<file path="src/rtl/quad_seq_pkg.sv">
// Shared types and constants for the quadratic_sequence sequencer.
package quad_seq_pkg;

  localparam int unsigned TERM_W = 5;
  localparam int unsigned RES_W  = 2;
  localparam int unsigned DOUT_W = 4;

  localparam int unsigned ERR_OVF  = 0;
  localparam int unsigned ERR_UNDR = 1;

  typedef enum logic [2:0] {
    StIdle,
    StWr,
    StGap,
    StRd,
    StWait
  } state_e;

endpackage

</file>
<file path="src/rtl/quad_seq_fifo.sv">
// Term buffer: DEPTH x WIDTH FIFO with push, pop, flush and fill level.
module quad_seq_fifo #(
  parameter int unsigned DEPTH = 4,
  parameter int unsigned WIDTH = 5
) (
  input  logic                     i_clk,
  input  logic                     i_rst,
  input  logic                     i_push,
  input  logic                     i_pop,
  input  logic                     i_flush,
  input  logic [WIDTH-1:0]         i_wdata,
  output logic [WIDTH-1:0]         o_rdata,
  output logic [$clog2(DEPTH):0]   o_count,
  output logic                     o_full,
  output logic                     o_empty
);

  localparam int unsigned AW = $clog2(DEPTH);

  logic [WIDTH-1:0] r_mem [DEPTH];
  logic [AW-1:0]    r_wptr;
  logic [AW-1:0]    r_rptr;
  logic [AW:0]      r_count;
  logic             w_push;
  logic             w_pop;

  assign w_push  = i_push && !o_full;
  assign w_pop   = i_pop && !o_empty;
  assign o_full  = (r_count == (AW + 1)'(DEPTH));
  assign o_empty = (r_count == '0);
  assign o_count = r_count;
  assign o_rdata = r_mem[r_rptr];

  always_ff @(posedge i_clk or posedge i_rst) begin
    if (i_rst) begin
      r_wptr  <= '0;
      r_rptr  <= '0;
      r_count <= '0;
    end else if (i_flush) begin
      r_wptr  <= '0;
      r_rptr  <= '0;
      r_count <= '0;
    end else begin
      if (w_push) r_wptr <= r_wptr + AW'(1);
      if (w_pop)  r_rptr <= r_rptr + AW'(1);
      if (w_push && !w_pop) begin
        r_count <= r_count + (AW + 1)'(1);
      end else if (!w_push && w_pop) begin
        r_count <= r_count - (AW + 1)'(1);
      end
    end
  end

  // Storage needs no reset; pointers define validity.
  always_ff @(posedge i_clk) begin
    if (w_push && !i_flush) r_mem[r_wptr] <= i_wdata;
  end

endmodule

</file>
<file path="src/rtl/quad_seq_controller.sv">
// Replays buffered terms into the quadratic_sequence core, then reads and captures its result.
// Optional QSEQ_AUTORUN_EN: start a run automatically once TERMS terms are buffered.
module quad_seq_controller
  import quad_seq_pkg::*;
#(
  parameter int unsigned TERMS  = 3,
  parameter int unsigned DEPTH  = 4,
  parameter int unsigned GAP    = 1,
  parameter int unsigned RD_LAT = 1
) (
  input  logic                   i_clk,
  input  logic                   i_rst,
  input  logic                   i_term_we,
  input  logic [TERM_W-1:0]      i_term_wdata,
  input  logic                   i_start,
  input  logic                   i_abort,
  output logic                   o_q_write_en,
  output logic [TERM_W-1:0]      o_q_data,
  output logic                   o_q_read_en,
  input  logic [RES_W-1:0]       i_q_result,
  input  logic [DOUT_W-1:0]      i_q_data,
  output logic [RES_W-1:0]       o_result,
  output logic [DOUT_W-1:0]      o_data,
  output logic                   o_busy,
  output logic                   o_done,
  output logic [1:0]             o_err,
  output logic [$clog2(DEPTH):0] o_count
);

  localparam int unsigned CW    = $clog2(DEPTH) + 1;
  localparam int unsigned IDX_W = $clog2(TERMS + 1);

  state_e             r_state;
  state_e             w_state_d;
  logic [2:0]         r_cnt;
  logic [2:0]         w_cnt_d;
  logic [IDX_W-1:0]   r_idx;
  logic [IDX_W-1:0]   w_idx_d;
  logic               r_write_en;
  logic               r_read_en;
  logic [TERM_W-1:0]  r_q_data;
  logic [RES_W-1:0]   r_result;
  logic [DOUT_W-1:0]  r_data;
  logic               r_busy;
  logic               r_done;
  logic               w_done_d;
  logic [1:0]         r_err;
  logic [1:0]         w_err_d;
  logic               w_capture;
  logic               w_go;
  logic               w_underrun;
  logic               w_start_req;
  logic               w_enough;
  logic               w_push;
  logic               w_pop;
  logic               w_full;
  logic               w_empty;
  logic [TERM_W-1:0]  w_head;
  logic [CW-1:0]      w_count;

  assign w_enough = (w_count >= CW'(TERMS));
`ifdef QSEQ_AUTORUN_EN
  assign w_start_req = i_start || w_enough;
`else
  assign w_start_req = i_start;
`endif

  // A push coinciding with abort is discarded along with the flush.
  assign w_push = i_term_we && !w_full && !i_abort;
  assign w_pop  = (w_state_d == StWr);

  quad_seq_fifo #(
    .DEPTH (DEPTH),
    .WIDTH (TERM_W)
  ) u_fifo (
    .i_clk   (i_clk),
    .i_rst   (i_rst),
    .i_push  (w_push),
    .i_pop   (w_pop),
    .i_flush (i_abort),
    .i_wdata (i_term_wdata),
    .o_rdata (w_head),
    .o_count (w_count),
    .o_full  (w_full),
    .o_empty (w_empty)
  );

  always_comb begin
    w_state_d  = r_state;
    w_cnt_d    = r_cnt;
    w_idx_d    = r_idx;
    w_capture  = 1'b0;
    w_go       = 1'b0;
    w_underrun = 1'b0;
    unique case (r_state)
      StIdle: begin
        if (w_start_req && w_enough) begin
          w_go      = 1'b1;
          w_state_d = StWr;
          w_idx_d   = '0;
        end else if (i_start) begin
          w_underrun = 1'b1;
        end
      end
      StWr: begin
        w_idx_d = r_idx + IDX_W'(1);
        w_cnt_d = '0;
        if (GAP > 0) begin
          w_state_d = StGap;
        end else if (r_idx == IDX_W'(TERMS - 1)) begin
          w_state_d = StRd;
        end
      end
      StGap: begin
        if (r_cnt == 3'(GAP - 1)) begin
          w_state_d = (r_idx == IDX_W'(TERMS)) ? StRd : StWr;
        end else begin
          w_cnt_d = r_cnt + 3'd1;
        end
      end
      StRd: begin
        w_state_d = StWait;
        w_cnt_d   = '0;
      end
      StWait: begin
        if (r_cnt == 3'(RD_LAT - 1)) begin
          w_capture = 1'b1;
          w_state_d = StIdle;
        end else begin
          w_cnt_d = r_cnt + 3'd1;
        end
      end
      default: w_state_d = StIdle;
    endcase

    if (i_abort) begin
      w_state_d  = StIdle;
      w_capture  = 1'b0;
      w_go       = 1'b0;
      w_underrun = 1'b0;
    end
  end

  // Status: cleared when a run launches, then new events are OR-ed in; abort holds.
  always_comb begin
    w_err_d  = r_err;
    w_done_d = r_done;
    if (!i_abort) begin
      if (w_go) begin
        w_err_d  = '0;
        w_done_d = 1'b0;
      end
      if (i_term_we && w_full) w_err_d[ERR_OVF] = 1'b1;
      if (w_underrun)          w_err_d[ERR_UNDR] = 1'b1;
      if (w_capture)           w_done_d = 1'b1;
    end
  end

  always_ff @(posedge i_clk or posedge i_rst) begin
    if (i_rst) begin
      r_state    <= StIdle;
      r_cnt      <= '0;
      r_idx      <= '0;
      r_write_en <= 1'b0;
      r_read_en  <= 1'b0;
      r_q_data   <= '0;
      r_result   <= '0;
      r_data     <= '0;
      r_busy     <= 1'b0;
      r_done     <= 1'b0;
      r_err      <= '0;
    end else begin
      r_state    <= w_state_d;
      r_cnt      <= w_cnt_d;
      r_idx      <= w_idx_d;
      r_write_en <= (w_state_d == StWr);
      r_read_en  <= (w_state_d == StRd);
      r_busy     <= (w_state_d != StIdle);
      r_done     <= w_done_d;
      r_err      <= w_err_d;
      if (w_pop) r_q_data <= w_head;
      if (w_capture) begin
        r_result <= i_q_result;
        r_data   <= i_q_data;
      end
    end
  end

  assign o_q_write_en = r_write_en;
  assign o_q_data     = r_q_data;
  assign o_q_read_en  = r_read_en;
  assign o_result     = r_result;
  assign o_data       = r_data;
  assign o_busy       = r_busy;
  assign o_done       = r_done;
  assign o_err        = r_err;
  assign o_count      = w_count;

endmodule

</file>
<file path="config.mk">
export PLATFORM = sky130hd
export DESIGN_NAME = quad_seq_controller
export DESIGN_NICKNAME = d
export VERILOG_FILES = /design/src/rtl/quad_seq_pkg.sv /design/src/rtl/quad_seq_fifo.sv /design/src/rtl/quad_seq_controller.sv
export SDC_FILE = /design/constraint.sdc
export NUM_CORES = 1
export LEC_CHECK = 0
export CORE_MARGIN = 3
export CORE_UTILIZATION = 24
export DETAILED_ROUTE_END_ITERATION = 12
export DONT_BUFFER_PORTS = 1
export PLACE_DENSITY = 0.47
export SLEW_MARGIN = 10
export SYNTH_ARGS = -nofsm -noshare
export SYNTH_HDL_FRONTEND = slang
export SYNTH_HIERARCHICAL = 1
export SYNTH_SLANG_ARGS = --single-unit
export TNS_END_PERCENT = 100
</file>
<file path="constraint.sdc">
create_clock -name i_clk -period 3.8 [get_ports i_clk]
set_clock_uncertainty 0.05 [all_clocks]
set_input_delay 0.76 -clock i_clk [delete_from_list [all_inputs] [get_ports i_clk]]
set_output_delay 0.76 -clock i_clk [all_outputs]
set_load 0.02 [all_outputs]
</file>
* Word level (Yosys, flattened, before mapping)
Memory sizes are Yosys's and may differ from the RTL's. A register that Yosys moved wholly into a read port is not among the register bits.
Index checks and enable logic that the tools add are counted.
** Cells by class
- Muxes and demuxes :: 34
- Bitwise operators :: 1
- Equal/unequal tests :: 10
- $lt $le $gt $ge :: 1
- Reduce and logical (&&, ||, !) cells :: 33
- Add/subtract/negate cells :: 6
** Operator list (count)
- $mux W3 :: 8
- $mux W1 :: 16
- $pmux W3 S5 :: 1
- $mux W2 :: 7
- $reduce_bool A2 Y1 :: 7
- $reduce_and A2 Y1 :: 5
- $eq A3 B2 Y1 const B :: 3
- $logic_and A1 B1 Y1 :: 9
- $logic_not A3 Y1 :: 3
- $add A2 B1 Y2 const B :: 3
- $add A3 B1 Y3 const B :: 2
- $eq A3 B1 Y1 const B :: 2
- $eq A3 B3 Y1 const B :: 2
- $pmux W3 S2 :: 1
- $reduce_bool A3 Y1 :: 2
- $logic_not A1 Y1 :: 5
- $ne A2 B2 Y1 const B :: 2
- $pmux W2 S2 :: 1
- $reduce_or A2 Y1 :: 2
- $ge A3 B2 Y1 const B :: 1
- $sub A3 B1 Y3 const B :: 1
- $eq A2 B2 Y1 const B :: 1
- $not A1 Y1 :: 1
** Storage, ports and cells
- Logic and storage cells :: 100
- Memories :: 1
- Bits of input ports :: 16
- Memory bits (writable) :: 20
- Bits in registers :: 27
- Output and inout port bits :: 20
** Memory list
- u_fifo.r_mem :: words 4, bits a word 5, read ports 1, clocked after Yosys merged registers in 1, wr ports 1, line quad_seq_fifo.sv:20 : logic [WIDTH-1:0] r_mem [DEPTH];

* Depth between registers and ports, before layout
Gate-level depths: netlist of the first run.
- Depth after elaboration :: 11
- Depth in mapped cells :: 14
- Mapped depth without buffers :: 13

* Cells and area by module
The synthesis of the first run kept the hierarchy.
** By module, submodules not included
- quad_seq_fifo :: seq. area each 775.7 sq um, area each 1298.7 sq um, cells each 89, times used 1
- quad_seq_controller :: seq. area each 625.6 sq um, area each 1181.1 sq um, cells each 103, times used 1

* Least setup slack after synthesis of the first run
No wires, ideal clock.
- Kind :: input -> register
- Start :: input i_start
- End :: register u_fifo.r_count[2], in the netlist u_fifo/o_count[2]
- Path buffers :: 1
- Stages :: 13
- Required time :: 3.684 ns
- Data arrival time :: 3.522 ns
- Setup time :: 0.066 ns
- Setup slack :: 0.161 ns
- Path through :: or4b_4 > or4_4 > o41a_4 > clkinv_4 > nand2_4 > inv_1 > buf_2 > o21a_1 > nor3_1 > fa_1 > a21bo_2 > a311oi_1 > o311a_1
** Between the ends
- Longest elaborated chain between the ends :: 10
- Elaborated cells on any way between the ends :: 12
- Classes of those cells :: 1 x eq/ne; 5 x mux; 6 x reduce/logical
** RTL lines
- start: declaration :: line quad_seq_controller.sv:15 : input logic i_start,
- $logic_and A1 B1 Y1 (*) :: line quad_seq_controller.sv:97 : if (w_start_req && w_enough) begin
- $mux W3 (*) :: line quad_seq_controller.sv:97
- $pmux W3 S5 (*) :: line quad_seq_controller.sv:95 : unique case (r_state)
- $mux W3 (*) :: line quad_seq_controller.sv:136 : if (i_abort) begin
- net w_state_d[0] :: line quad_seq_controller.sv:34 : state_e w_state_d;
- $eq A3 B1 Y1 (*) :: line quad_seq_controller.sv:70 : assign w_pop = (w_state_d == StWr);
- net w_pop :: line quad_seq_controller.sv:55 : logic w_pop;
- $logic_and A1 B1 Y1 (*) :: line quad_seq_fifo.sv:28 : assign w_pop = i_pop && !o_empty;
- $logic_not A1 Y1 :: line quad_seq_fifo.sv:46 : if (w_push && !w_pop) begin
- $logic_and A1 B1 Y1 :: line quad_seq_fifo.sv:46
- $mux W3 :: line quad_seq_fifo.sv:46
- $mux W3 :: line quad_seq_fifo.sv:39 : end else if (i_flush) begin
- end signal: assignment :: line quad_seq_fifo.sv:47 : r_count <= r_count + (AW + 1)'(1);
- end signal: assignment :: line quad_seq_fifo.sv:49 : r_count <= r_count - (AW + 1)'(1);
- end: declaration :: line quad_seq_fifo.sv:23 : logic [AW:0] r_count;
Mark *: on every way through the listed nets, which the timed path passes. The rest lies on a longest branch.
A chain may end at the register's enable or synchronous reset.

* Worst setup path after layout of the first run
- Start :: register r_state[1]
- End :: register u_fifo.r_count[2], in the netlist u_fifo/o_count[2]
** Between the ends
- Longest elaborated chain between the ends :: 9
- Elaborated cells on any way between the ends :: 18
- Classes of those cells :: 5 x eq/ne; 7 x mux; 6 x reduce/logical
** RTL lines
- start: declaration :: line quad_seq_controller.sv:33 : state_e r_state;
- start signal: assignment :: line quad_seq_controller.sv:161 : r_state <= StIdle;
- start signal: assignment :: line quad_seq_controller.sv:173 : r_state <= w_state_d;
- $eq A3 B3 Y1, or another cell as far along :: line quad_seq_controller.sv:95
- $pmux W3 S5 (*) :: line quad_seq_controller.sv:95
- $mux W3 (*) :: line quad_seq_controller.sv:136
- net w_state_d[0] :: line quad_seq_controller.sv:34
- $eq A3 B1 Y1 (*) :: line quad_seq_controller.sv:70
- net w_pop :: line quad_seq_controller.sv:55
- $logic_and A1 B1 Y1 (*) :: line quad_seq_fifo.sv:28
- $logic_not A1 Y1 :: line quad_seq_fifo.sv:46
- $logic_and A1 B1 Y1 :: line quad_seq_fifo.sv:46
- $mux W3 :: line quad_seq_fifo.sv:46
- $mux W3 :: line quad_seq_fifo.sv:39
Marks and branches as above.

==> results.md, run 1 <==
* Outcome: completed
* Synthesized instance count at 191
* CTS tree: built
* DR WL/cell at ~14 um
* Initial Utilization at 25.0%
* Worst skew pair latency at roughly 310 ps
* RR Endpoint: u_fifo/o_count[2]
* Commonest cells after routing, fill and taps aside: dfrtp_1, edfxtp_1, nor2_1, inv_1, nand2_1
* Min-delay worst type: input pin to async pin
* DRC at 0
* Input/output buffers at 0
* Most common cell after layout, fill and taps aside: dfrtp_1
* CP bufs+invs at 2
* Largest net degree at the start of global routing at 26
* Busiest grt layer: met2
* Placed insts at between 300 and 400
* Total setup buffers inserted after CTS at 0
* Layout Cells excl Fill at ~330
* Critical R2R Launch: r_state[1]
* Final hold viol count at 0
* Pre-CTS setup slack at between 150 and 200 ps
* Die Width at roughly 110 um
* M3 GR Usage at between 3 and 4%
* Reg2Reg Depth at 12
* Post-DR vias/cell at 4.33
* Slew margin rel. at 37.1%
* Detailed-placement wirelength estimate at approximately 3.6 mm
* ANT nets after route at 0
* Setup slack, reg-to-reg at between 300 and 400 ps
* Root buffer cell: clkbuf_8
* First-pass GRT wire length at 7.58 mm
* Row cnt at 36
* Vias in the first global route at 1,436
* Nets at approximately 220
* Fmax at 291 MHz
* CTS H-tree depth at 2
* # hold bufs at CTS at 0
* P per Cell Area at between 400 and 500 nW/um2
* CP peak stage delay at roughly 570 ps
* Crit path depth at 12
* Max cap viols at 0
* Crit path cell chain: or4b_4, or4_4, o41a_4, clkinv_4, nand2_4, inv_1, o21a_1, nor3_1, fa_1, a21bo_2, a311oi_1, o311a_1
* Syn Area/Cell at roughly 13 um2
* Final min period at ~3400 ps
* Global Route met1 Usage at 10.2%
* Peak VDD IR at ~0.00017 V
* Crit path required time at 4000 ps
* Worst Tran Pin Value at approximately 940 ps
* Netlist Area Pre-Place at 2470 um2
* CP endpoint kind: flop
* Startpoint types: flop
* Total gr overflow at 0
* Die Span Y at 108 um
* Final WS setup at 369 ps
* # IOs at 36
* Fin Hold WS at 220 ps
* Core ar. at just under 10,000 um2
* Util after Layout at ~28%
* CTS clk-pin slew, worst paths at 110 ps
* RSZ-0062 raised after global routing: false
* CTS max path bufs at 2
* Worst Setup EP: u_fifo/o_count[2]
* Layout cell share with drive strength beyond 1 at between 20% and 30%
* CP max-delay cell: or4_4
* Initial antenna violation count at 0
* ANT cells at 0
* Slew Viols, Final at 0
* Critical path's top delay family: simple AND/OR/NAND/NOR gates
* Setup violations, final at 0
* Critical path data arrival time at ~3600 ps
* Crit Path Max Fanout at 11
* Post-CTS sizing at 0
* Sink Count at 52
* Die area at 11,600 um2
* Post-Route Setup TNS at 0 ps
* P_leak at 1.10 nW
* DR pass1 iterations at 4
* Synthesized Nets at between 200 and 250
* Met2 Usage GRT at ~14%
* Area growth, synth to finish at 10.6%
* Kind of critical path: flop to flop
* Overall Global Routing Usage at between 8 and 9%
* CTS Buf Count at 5
* Gpl congestion at ~0.71
* Crit path launch: r_state[1]
* Period utilization at 90.3%
* Vias at 1,424
* Synth Warn # at 6
* WL final at between 4 and 5 mm
* 1st-iter DRT viols at 76
-- area by class of cell --
| class | count | area [um2] |
|---|---|---|
| fillers | 1021 | 7170 |
| repair buffers | 7 | 52.6 |
| clock buffers | 5 | 68.8 |
| flip-flops and latches | 52 | 1400 |
| multi-input cells | 114 | 956 |
| clock inverters | 3 | 28.8 |
| well taps | 133 | 166 |
| inverters | 15 | 62.6 |
-- per-stage QoR --
step	area, um2	power [mW]
3_3_place_gp	2640	0.925
2_1_floorplan	2470	0.879
6_report	2740	1.25
4_1_cts	2740	1.28
5_1_grt	2740	1.32
3_5_place_dp	2640	0.926
-- routing by layer --
layer  routed length (um)  share of wire [%]
met4                   68                1.4
met3                  333                7.0
met5                    0                  0
met2                 2310                 48
met1                 2050                 43
-- state kept, by name, summed over array words and instances (netlist names), 2 cells and up --
name,flops
u_fifo/r_mem,20
o_q_data,5
o_data,4
r_cnt,3
r_state,3
u_fifo/o_count,3
o_err,2
o_result,2
r_idx,2
u_fifo/r_rptr,2
u_fifo/r_wptr,2
-- where the power goes --
group	total (mW)	internal, mW	leakage, nW	switching, mW
combinational	0.171	0.0913	0.447	0.0800
sequential	0.735	0.640	0.607	0.0948
clock	0.343	0.139	0.0511	0.203
total	1.25	0.871	1.10	0.378
-- how the worst min path moves through the flow --
stage                     slack (ps)      from               end
after floorplan                  410  r_idx[1]          r_idx[1]
after global placement           440  r_idx[0]          r_idx[0]
after detailed placement         440  r_idx[1]          r_idx[1]
after CTS                        220     i_rst  u_fifo/r_rptr[1]
after global routing             220     i_rst  u_fifo/r_rptr[1]
final                            220     i_rst  u_fifo/r_rptr[1]
(Power assumes the default switching activity.)
==> inputs of run 2 (changes only) <==
--- a/config.mk
+++ b/config.mk
@@ -5,7 +5,7 @@
 export SDC_FILE = /design/constraint.sdc
 export NUM_CORES = 1
 export LEC_CHECK = 0
-export CORE_MARGIN = 3
+export CORE_MARGIN = 5
 export CORE_UTILIZATION = 24
 export DETAILED_ROUTE_END_ITERATION = 12
 export DONT_BUFFER_PORTS = 1
==> run 2 against run 1 <==
Compared with the run above: routed wire length is 0.67% higher; design area is 0.41% higher; final cell count is 1.2% higher; non-clock buffer count is 1 higher; via count is 0.21% lower; largest cell class unchanged; highest routed layer unchanged.
==> results.md, run 2 (same netlist as run 1, synthesis figures left out) <==
* P per Cell Area at approximately 460 nW/um2
* DR WL/cell at between 10 and 15 um
* Post-Route Setup TNS at 0 ps
* Kind of critical path: flop to flop
* Commonest cells after routing, fill and taps aside: dfrtp_1, edfxtp_1, nor2_1, inv_1, nand2_1
* ANT nets after route at 0
* Vias in the first global route at roughly 1,500
* Die Width at 112 um
* Logic gate share of total power at a little over an eighth
* Setup violations, final at 0
* Min-delay worst type: input pin to async pin
* Post-DR vias/cell at between 4 and 5
* Slew margin rel. at between 30% and 40%
* P_sw at between 0.3 and 0.4 mW
* Post-CTS sizing at 0
* Setup slack, reg-to-reg at about 450 ps
* Layout Cells excl Fill at roughly 330
* Nets at 220
* CP endpoint kind: flop
* RSZ-0062 raised after global routing: false
* Critical path data arrival time at around 3600 ps
* CTS H-tree depth at 2
* Crit Path Max Fanout at 6
* Peak VDD IR at around 0.00015 V
* Fillers at 1,057
* Final hold viol count at 0
* Area growth, synth to finish at 11.0%
* Largest register FFs at 20
* Gpl congestion at around 0.73
* Total gr overflow at 0
* CTS clk-pin slew, worst paths at approximately 110 ps
* Fmax at slightly below 300 MHz
* Die area at about 12,000 um2
* Worst skew pair latency at between 300 and 400 ps
* WL final at ~4.8 mm
* Initial antenna violation count at 0
* Startpoint types: flop
* Clock share of power at approximately 28%
* Sw frac at between 30% and 40%
* Sink Count at between 50 and 60
* DR pass1 iterations at 4
* Power Total at roughly 1.3 mW
* Final min period at 3350 ps
* Detailed-placement wirelength estimate at approximately 3.6 mm
* Total setup buffers inserted after CTS at 0
* Largest net degree at the start of global routing at 26
* # hold bufs at CTS at 0
* Row cnt at 37
* First-pass GRT wire length at 7.91 mm
* CTS max path bufs at 2
* DRC at 0
* Placed insts at roughly 330
* Layout cell share with drive strength beyond 1 at a little under a quarter
* Seq pwr share at around three fifths
* Outcome: completed
* Overall Global Routing Usage at under 10%
* Vias at around 1,400
* Internal Pwr Total at roughly 0.87 mW
* Core ar. at about 10,000 um2
* CTS tree: built
* Worst Tran Pin Value at about 940 ps
* Max cap viols at 0
* Util after Layout at 27.0%
* Most common cell after layout, fill and taps aside: dfrtp_1
* Slew Viols, Final at 0
* Die Span Y at approximately 110 um
* Root buffer cell: clkbuf_8
* Largest Register: u_fifo/r_mem
* Reg2Reg Depth at 12
* Input/output buffers at 0
* Period utilization at a little under 90%
* P_leak at between 1 and 1.5 nW
* Initial Utilization at between 20% and 30%
* # IOs at 36
* 1st-iter DRT viols at slightly below 80
* Crit path required time at 4000 ps
* CTS Buf Count at 5
* ANT cells at 0
## run 2: cell count changes in the layout (fill, tap and decap cells not counted)
cell	delta
buf_4	+1
## run 2: power groups by stage
stage | clock network, mW | logic, mW | registers [mW]
after CTS | 0.367 | 0.175 | 0.742
after detailed placement | 0 | 0.175 | 0.754
after floorplan | 0 | 0.143 | 0.736
after global placement | 0 | 0.173 | 0.755
after global routing | 0.391 | 0.193 | 0.746
final | 0.348 | 0.172 | 0.738
## run 2: through the flow
step	cell area, um2	hold slack [ps]	setup slack (ps)
floorplan	2470	413	162
global placement	2650	429	221
finish	2750	229	447
global route	2750	241	325
CTS	2750	230	418
detailed placement	2650	436	162
## run 2: routing by layer
metal | global-route usage (%) | wire, um | part of all wire [%] | vias to the layer above
li1 | - | - | - | 692
met1 | 9.78 | 2150 | 45 | 696
met2 | 13.3 | 2320 | 48 | 29
met3 | 2.50 | 260 | 5.4 | 4
met4 | 2.68 | 53 | 1.1 | 0
met5 | 0 | 0 | 0 | -
## run 2: area by class of cell
| type | count | area, um2 | share of cell area, % |
|---|---|---|---|
| Clock buffer | 5 | 68.8 | 2.50 |
| Clock inverter | 3 | 28.8 | 1.05 |
| Inverter | 15 | 62.6 | 2.28 |
| Multi-Input combinational cell | 114 | 956 | 34.8 |
| Sequential cell | 52 | 1400 | 51.0 |
| Tap cell | 136 | 170 | 6.19 |
| Timing Repair Buffer | 8 | 60.1 | 2.19 |
## run 2: critical path, stage by stage (launching register included)
cell,delay (ps)
dfrtp_1,410
or4b_4,540
or4_4,570
o41a_4,150
clkinv_4,60
nand2_4,80
inv_1,90
o21a_1,160
nor3_1,60
fa_1,440
a21bo_2,240
a311oi_1,260
o311a_1,200
## run 2: path summary, 6_finish.rpt
path                                  from                 to
max in group asynchronous            i_rst          o_data[1]
worst min-delay path                 i_rst   u_fifo/r_rptr[0]
worst max register to register  r_state[2]  u_fifo/o_count[2]
worst max-delay path            r_state[2]  u_fifo/o_count[2]
worst min register to register    r_idx[0]           r_idx[0]
min in group i_clk                r_idx[0]           r_idx[0]
==> inputs of run 3 (changes only) <==
--- a/config.mk
+++ b/config.mk
@@ -5,6 +5,7 @@
 export SDC_FILE = /design/constraint.sdc
 export NUM_CORES = 1
 export LEC_CHECK = 0
+export CORE_ASPECT_RATIO = 0.75
 export CORE_MARGIN = 5
 export CORE_UTILIZATION = 24
 export DETAILED_ROUTE_END_ITERATION = 12
==> run 3 against run 2 <==
Compared with the run above: final cell count down 0.30%; critical path type unchanged; sequential power about the same; maximum frequency down 3.1%; register-to-register slack worse by 110 ps; routed wire length up 4.4%; critical path depth unchanged; design area up 4.0%; total power up 24%.
==> results.md, run 3 (same netlist as run 1, synthesis figures left out) <==
* Vias at ~1,500
* Critical path's top delay family: simple AND/OR/NAND/NOR gates
* WL final at around 5.0 mm
* Sw frac at 24.4%
* Root buffer cell: clkbuf_16
* Commonest cells after routing, fill and taps aside: dfrtp_1, edfxtp_1, nor2_1, inv_1, nand2_1
* Slew Viols, Final at 0
* Input/output buffers at 0
* Clock share of power at ~41%
* Min-delay worst type: input pin to async pin
* Row cnt at 32
* RR Endpoint: u_fifo/o_count[2]
* Die area at roughly 12,000 um2
* Kind of critical path: flop to flop
* Critical R2R Launch: r_state[1]
* Internal Pwr Total at 1.18 mW
* # hold bufs at CTS at 0
* Post-DR vias/cell at 4.39
* DR WL/cell at roughly 15 um
* Setup slack, reg-to-reg at 340 ps
* Overall Global Routing Usage at around 8.6%
* RSZ-0062 raised after global routing: false
* Die Span Y at 97.9 um
* Fmax at 289 MHz
* 1st-iter DRT viols at 132
* Crit Path Max Fanout at 11
* Critical path data arrival time at ~3600 ps
* Final min period at between 3000 and 4000 ps
* Detailed-placement wirelength estimate at approximately 3.7 mm
* Total gr overflow at 0
* Max cap viols at 0
* Most common cell after layout, fill and taps aside: dfrtp_1
* FF/Latch Area at between 1000 and 1500 um2
* Seq pwr share at between 40% and 50%
* P_sw at 0.379 mW
* Slew margin rel. at 37.5%
* Reg2Reg Depth at 12
* CTS Buf Count at 5
* Setup violations, final at 0
* Core ar. at between 10,000 and 15,000 um2
* Gpl congestion at between 0.7 and 0.8
* Area growth, synth to finish at 15.5%
* Die Width at ~130 um
* CTS H-tree depth at 2
* # IOs at 36
* Largest register FFs at 20
* CTS tree: built
* Largest Register: u_fifo/r_mem
* Period utilization at 91.1%
* CP peak stage delay at between 500 and 600 ps
* Sink Count at 52
* Crit path cell chain: or4b_4, or4_4, o41a_4, clkinv_4, nand2_4, inv_1, o21a_1, nor3_1, fa_1, a21bo_2, a311oi_1, o311a_1
* Vias in the first global route at ~1,500
* Area of the multi-input gates at about 960 um2
* P per Cell Area at about 540 nW/um2
* Post-Route Setup TNS at 0 ps
* Final WS setup at 339 ps
* Startpoint types: flop
* Peak VDD IR at about 0.00028 V
* CP endpoint kind: flop
* Util after Layout at roughly 28%
* CTS max path bufs at 2
* CP bufs+invs at 2
* Initial Utilization at roughly a quarter
* Worst Tran Pin Value at between 900 and 1000 ps
* Total setup buffers inserted after CTS at 0
* ANT cells at 0
* CP max-delay cell: or4_4
* Worst skew pair latency at between 200 and 300 ps
* P_leak at between 1 and 1.5 nW
* Logic gate share of total power at 11.1%
* Fillers at approximately 1,100
* Post-CTS sizing at 0
* DRC at 0
* First-pass GRT wire length at around 8.3 mm
* Outcome: completed
* Largest net degree at the start of global routing at 26
* DR pass1 iterations at 4
* ANT nets after route at 0
* Layout cell share with drive strength beyond 1 at a little under a quarter
* Crit path required time at about 4000 ps
* Final hold viol count at 0
* Pre-CTS setup slack at between 150 and 200 ps
* Nets at 219
* CTS clk-pin slew, worst paths at roughly 70 ps
* Initial antenna violation count at 0
-- run 3: final cells by class --
cell class / count / area share (%)
Clock buffer: 5 / 4.38
Clock inverter: 3 / 3.15
Sequential cell: 52 / 49.0
Timing Repair Buffer: 7 / 1.84
Tap cell: 136 / 5.95
Multi-Input combinational cell: 114 / 33.5
Inverter: 15 / 2.19
-- run 3: worst max path at each step --
stage / startpoint / to / slack, ps / cells past startpoint
floorplan: i_start / u_fifo/o_count[2] / 160 / 13
CTS: r_state[1] / u_fifo/o_count[2] / 360 / 12
global placement: i_start / u_fifo/o_count[2] / 200 / 12
global route: r_state[1] / u_fifo/o_count[2] / 210 / 12
detailed placement: i_start / u_fifo/o_count[2] / 170 / 12
finish: r_state[1] / u_fifo/o_count[2] / 340 / 12
-- run 3: metal layers --
| metal | global-route usage, % | wire [um] | vias up |
|---|---|---|---|
| met4 | 2.72 | 48 | 0 |
| met2 | 12.5 | 2300 | 38 |
| met5 | 0 | 0 | - |
| met1 | 11.5 | 2290 | 713 |
| met3 | 3.72 | 362 | 6 |
| li1 | - | - | 699 |
-- run 3: power groups by stage --
stage	Combinational (mW)	Sequential, mW	Clock, mW
after floorplan	0.143	0.736	0
after global placement	0.173	0.755	0
after detailed placement	0.175	0.755	0
after CTS	0.176	0.743	0.662
after global routing	0.194	0.747	0.693
final	0.173	0.739	0.643
-- run 3: through the flow --
step	hold WS, ps	instance area (um2)	total power [mW]	std cells
global route	273	2860	1.63	332
floorplan	413	2470	0.879	191
finish	253	2860	1.56	332
global placement	408	2640	0.928	324
detailed placement	418	2640	0.929	324
CTS	256	2860	1.58	332
